File: src/rtl/cache_pkg.sv
// cache_pkg: shared geometry constants and controller state encoding for the
// direct-mapped cache datapath.
`default_nettype none

package cache_pkg;

  localparam int ADDR_W     = 15;
  localparam int TAG_W      = 3;
  localparam int INDEX_W    = 10;
  localparam int OFFSET_W   = 2;
  localparam int LINE_W     = 128;
  localparam int MEM_ADDR_W = 13;

  typedef enum logic [2:0] {
    S_IDLE   = 3'd0,
    S_LOOKUP = 3'd1,
    S_MISS   = 3'd2,
    S_FILL   = 3'd3,
    S_DONE   = 3'd4
  } ctrl_state_t;

endpackage

`default_nettype wire

File: src/rtl/cache_stats.sv
// cache_stats: per-run hit and access counters with synchronous clear.
// Instantiated by cache_access_ctrl only when CACHE_CTRL_STATS_EN is defined.
`default_nettype none

module cache_stats #(
  parameter int CNT_W = 14
) (
  input  logic             clk,
  input  logic             rst_n,
  input  logic             clear_i,
  input  logic             inc_hit_i,
  input  logic             inc_acc_i,
  output logic [CNT_W-1:0] hit_count_o,
  output logic [CNT_W-1:0] access_count_o
);

  logic [CNT_W-1:0] hit_q;
  logic [CNT_W-1:0] acc_q;

  always_ff @(posedge clk) begin
    if (!rst_n) begin
      hit_q <= '0;
      acc_q <= '0;
    end else if (clear_i) begin
      hit_q <= '0;
      acc_q <= '0;
    end else begin
      if (inc_hit_i) hit_q <= hit_q + CNT_W'(1);
      if (inc_acc_i) acc_q <= acc_q + CNT_W'(1);
    end
  end

  assign hit_count_o    = hit_q;
  assign access_count_o = acc_q;

endmodule

`default_nettype wire

File: src/rtl/cache_access_ctrl.sv
// cache_access_ctrl: address sequencer / miss-fill controller for the direct-mapped cache.
// Optional macro CACHE_CTRL_STATS_EN exposes hit/access counters (tied to 0 otherwise).
`default_nettype none

module cache_access_ctrl #(
  parameter int NUM_ACCESS = 8192,
  parameter int ADDR_W     = cache_pkg::ADDR_W,
  parameter int CNT_W      = $clog2(NUM_ACCESS + 1)
) (
  input  logic              clk,
  input  logic              rst_n,
  input  logic              start,
  output logic [ADDR_W-1:0] addr,
  input  logic              hit,
  output logic              mem_req,
  input  logic              mem_ack,
  output logic              fill_we,
  output logic              acc_valid,
  output logic              busy,
  output logic              done,
  output logic [CNT_W-1:0]  hit_count,
  output logic [CNT_W-1:0]  access_count
);

  import cache_pkg::*;

  ctrl_state_t       state_q;
  logic [ADDR_W-1:0] addr_q;
  logic [CNT_W-1:0]  acc_cnt_q;
  logic              mem_req_q;
  logic              fill_we_q;
  logic              acc_valid_q;
  logic              busy_q;
  logic              done_q;

  logic [ADDR_W-1:0] addr_d;
  logic [CNT_W-1:0]  acc_cnt_d;
  logic              last_access;

  assign addr_d      = addr_q + ADDR_W'(1);
  assign acc_cnt_d   = acc_cnt_q + CNT_W'(1);
  assign last_access = (acc_cnt_d == CNT_W'(NUM_ACCESS));

  // A hit in LOOKUP and the FILL cycle both retire one access the same way.
  always_ff @(posedge clk) begin
    if (!rst_n) begin
      state_q     <= S_IDLE;
      addr_q      <= '0;
      acc_cnt_q   <= '0;
      mem_req_q   <= 1'b0;
      fill_we_q   <= 1'b0;
      acc_valid_q <= 1'b0;
      busy_q      <= 1'b0;
      done_q      <= 1'b0;
    end else begin
      fill_we_q   <= 1'b0;
      acc_valid_q <= 1'b0;
      unique case (state_q)
        S_IDLE, S_DONE: begin
          if (start) begin
            state_q   <= S_LOOKUP;
            addr_q    <= '0;
            acc_cnt_q <= '0;
            busy_q    <= 1'b1;
            done_q    <= 1'b0;
          end
        end
        S_LOOKUP, S_FILL: begin
          if (state_q == S_FILL || hit) begin
            acc_valid_q <= 1'b1;
            addr_q      <= addr_d;
            acc_cnt_q   <= acc_cnt_d;
            if (last_access) begin
              state_q <= S_DONE;
              busy_q  <= 1'b0;
              done_q  <= 1'b1;
            end else begin
              state_q <= S_LOOKUP;
            end
          end else begin
            state_q   <= S_MISS;
            mem_req_q <= 1'b1;
          end
        end
        S_MISS: begin
          if (mem_ack) begin
            state_q   <= S_FILL;
            mem_req_q <= 1'b0;
            fill_we_q <= 1'b1;
          end
        end
        default: state_q <= S_IDLE;
      endcase
    end
  end

  assign addr      = addr_q;
  assign mem_req   = mem_req_q;
  assign fill_we   = fill_we_q;
  assign acc_valid = acc_valid_q;
  assign busy      = busy_q;
  assign done      = done_q;

`ifdef CACHE_CTRL_STATS_EN
  logic stat_clear;
  logic stat_inc_hit;
  logic stat_inc_acc;

  assign stat_clear   = ((state_q == S_IDLE) || (state_q == S_DONE)) && start;
  assign stat_inc_hit = (state_q == S_LOOKUP) && hit;
  assign stat_inc_acc = stat_inc_hit || (state_q == S_FILL);

  cache_stats #(
    .CNT_W (CNT_W)
  ) u_stats (
    .clk            (clk),
    .rst_n          (rst_n),
    .clear_i        (stat_clear),
    .inc_hit_i      (stat_inc_hit),
    .inc_acc_i      (stat_inc_acc),
    .hit_count_o    (hit_count),
    .access_count_o (access_count)
  );
`else
  assign hit_count    = '0;
  assign access_count = '0;
`endif

endmodule

`default_nettype wire

File: config.mk
export PLATFORM = sky130hd
export DESIGN_NAME = cache_access_ctrl
export DESIGN_NICKNAME = d
export VERILOG_FILES = /design/src/rtl/cache_pkg.sv /design/src/rtl/cache_stats.sv /design/src/rtl/cache_access_ctrl.sv
export SDC_FILE = /design/constraint.sdc
export NUM_CORES = 1
export LEC_CHECK = 0
export ABC_AREA = 1
export BUFFER_PORTS_ARGS = -buffer_cell sky130_fd_sc_hd__buf_2
export CAP_MARGIN = 0
export CORE_ASPECT_RATIO = 1.5
export CORE_MARGIN = 1.5
export CORE_UTILIZATION = 48
export DETAILED_ROUTE_END_ITERATION = 16
export MAX_ROUTING_LAYER = met4
export PLACE_DENSITY_LB_ADDON = 0.25
export SYNTH_ARGS = -nofsm -noshare
export SYNTH_HDL_FRONTEND = slang
export SYNTH_SLANG_ARGS = --single-unit
File: constraint.sdc
create_clock -name clk -period 1.7 [get_ports clk]
set_input_delay 0.34 -clock clk [delete_from_list [all_inputs] [get_ports clk]]
set_output_delay 0.34 -clock clk [all_outputs]
set_load 0.01 [all_outputs]
==> results.md <==
* Status: finished, final reports clean
* Final ANT Viol Nets at 0
* Initial antenna violation count at 0
* Final slew viol count at 0
* Vias in the first global route at 1751
* Remaining DRCs at 0
* Worst Reg-to-Reg Cells at 12
* Hold Path Sink: mem_req
* CTS root buf: clkbuf_8
* Initial Util at 50.7%
* Final min period at 1640 ps
* Crit Path Max Fanout at 4
* Core ar. at 0.00428 mm2
* CTS H-Tree Depth at 2
* Die X at 57.9 um
* WS Path Type: reg2reg
* Worst Setup End Kind: flip-flop
* Period utilization at 96.5%
* Non-Filler Cell Area, Final at 0.00250 mm2
* Cell Area, Placed at 0.00234 mm2
* Num rows at 29
* Num Clock Sinks at 37
* DRT iter0 DRCs at 41
* WHS Path Cells at 3
* Port bufs at 24
* Layout Skew at 6.79 ps
* First-pass GRT wire length at 7.31 mm
* Register area at 752 um2
* HPWL after DPL at 3.32 mm
* CTS tree: built
* Total design power at 0.00205 W
* Total negative slack at 0 ps
* Hold Fails Final Rpt at 0
* Via density at 4.87
* Post-Route WL at 4.42 mm
* Sequential area share after synthesis at 34.1%
* Max Cap Violations at 0
* Mapped cell area at 0.00217 mm2
* Cts hold-fix bufs at 0
* Reg-to-reg endpoint: busy
* Clk Latency, worst-skew pair at 290 ps
* Post-Syn Instances at 307
* Die area at 0.00494 mm2
* Pin count of the biggest net entering global routing at 22
* Area grow syn2layout at 15.3%
* Final Core Density at 58.5%
* P per Cell Area at 817 mW/mm2
* Fin nets at 356
* Startpoint Class: flip-flop
* Worst path required time at 1870 ps
* Worst VDD drop at 0.542 mV
* Avg Synthesized Cell Area at 7.07 um2
* Unique masters post-synth at 35
* 1st-pass router iterations at 6
* Diodes inserted at 0
* RSZ-0062 raised after global routing: yes
* Area of the multi-input gates at 0.00123 mm2
* Endpoints failing setup at 0
* Fillcell total at 429
* Synth warn at 0
* Hold Crit Start: rst_n
* Overall global routing resource usage at 19.3%
* CTS Buf Count at 5
* Global placer's final weighted congestion at 0.843
* Vias at 1917
* Die height at 85.4 um
* Synth Register Bits at 37
* GR Overflow Total at 0
* Critical Path AT at 1810 ps
* R2r startpoint: acc_cnt_q[0]
* Clk buf depth at 2
* Clk slew on worst S/H paths at 70 ps
* LEAKAGE at 1.05 nW
* Reg2Reg Setup Slack at 60 ps
* Per-cell routed wire length at 11.2 um
* Share of layout cells above drive strength 1 at 24.4%
* Worst hold path class: in2reg
* Fmax achieved at 0.610 GHz
* Top-Level Pins at 53
-- layout by cell type, fill, tap and decap left out, types with 4 or more instances in the layout --
| cell | instances |
|---|---|
| nand4_1 | 5 |
| nor2_1 | 16 |
| o21ai_1 | 4 |
| nand2_1 | 71 |
| dfxtp_1 | 32 |
| nand3_1 | 18 |
| nor2_2 | 9 |
| clkbuf_8 | 6 |
| a21oi_1 | 28 |
| conb_1 | 28 |
| buf_2 | 24 |
| o21ai_0 | 7 |
| nand2_2 | 6 |
| nor2_4 | 6 |
| inv_1 | 32 |
| buf_4 | 14 |
-- synthesized netlist by cell type, drive strengths merged --
library cell	n	area share [%]
a211oi	1	0.35
a21oi	29	6.7
a31oi	2	0.58
buf	30	10
clkbuf	2	0.35
conb	1	0.17
dfxtp	37	34
ha	3	1.7
inv	35	6.1
nand2	78	15
nand3	23	6.7
nand3b	1	0.35
nand4	5	1.4
nor2	32	8.2
nor3	4	1.2
nor3b	1	0.35
nor4	2	0.58
o21a	3	1.0
o21ai	12	3.3
o21bai	2	0.69
o22ai	1	0.29
o31ai	1	0.35
xor2	2	0.81
-- kinds of logic (layout without fill, tap and decap cells) --
family                   Yosys count  in the layout  share of synthesized area [%]
buffers and inverters             67             81                           16.5
adder cells (fa/ha/maj)            3              3                           1.73
XOR/XNOR                           2              2                          0.807
AND/OR/NAND/NOR                  146            146                           33.4
AO/OA/AOI/OAI                     51             51                           13.3
flip-flops                        37             37                           34.1
other                              1             28                          0.173
-- layout make-up --
| class | instances | share of cell area, % |
|---|---|---|
| Timing Repair Buffer | 39 | 9.80 |
| Inverter | 35 | 5.25 |
| Clock buffer | 7 | 3.45 |
| Tap cell | 46 | 2.30 |
| Multi-Input combinational cell | 230 | 49.2 |
| Sequential cell | 37 | 30.0 |
-- metal layers --
metal	track usage (%)	share of wire (%)	routed length, um	vias to the layer above
li1	-	-	-	1013
met1	21.2	42	1850	864
met2	33.0	53	2330	32
met3	3.81	3.2	143	8
met4	8.46	2.3	102	0
met5	-	0	0	-
-- stage by stage --
step | hold WS [ps] | std cells | setup WS, ps
after floorplan | 457 | 334 | 79.6
after global placement | 445 | 386 | -13.0
after detailed placement | 453 | 386 | -71.3
after CTS | 312 | 393 | 11.0
after global routing | 354 | 394 | -66.1
final | 336 | 394 | 59.8
-- power by group --
group | internal, W | switching [W]
Combinational | 0.000162 | 0.000297
Sequential | 0.000912 | 0.0000378
Clock | 0.000322 | 0.000314
-- sequential cells by signal, indices dropped and copies added (netlist names) --
name	flops
done	1
addr	15
state_q	3
fill_we	1
mem_req	1
acc_cnt_q	14
acc_valid	1
busy	1
-- critical path: stages, from the launching register on --
cell and delay, ps:
dfxtp_4 380, ha_4 150, nand2_1 80, nor2_4 140, nand2_2 80, o21ai_1 120, nand2_1 80, nor2_1 130
nand3_2 110, nand2_1 90, nand2_2 60, nand2_1 50, a21oi_1 50
-- worst max-delay path by stage --
stage                            start   end  slack, ps  cells past startpoint
after CTS                 acc_cnt_q[1]  busy         10                     12
after detailed placement  acc_cnt_q[0]  busy        -70                     12
after global placement    acc_cnt_q[0]  busy        -10                     12
final                     acc_cnt_q[0]  busy         60                     12
after global routing      acc_cnt_q[0]  busy        -70                     12
after floorplan           acc_cnt_q[0]  busy         80                     12
-- repair_timing --
item | in CTS | in global routing
gates resized for setup | 5 | 19
pin swaps | 0 | 4
setup endpoints to repair | 4 | 6
buffers inserted | 0 | 1
Note: power is estimated with default switching activity, not from simulation.
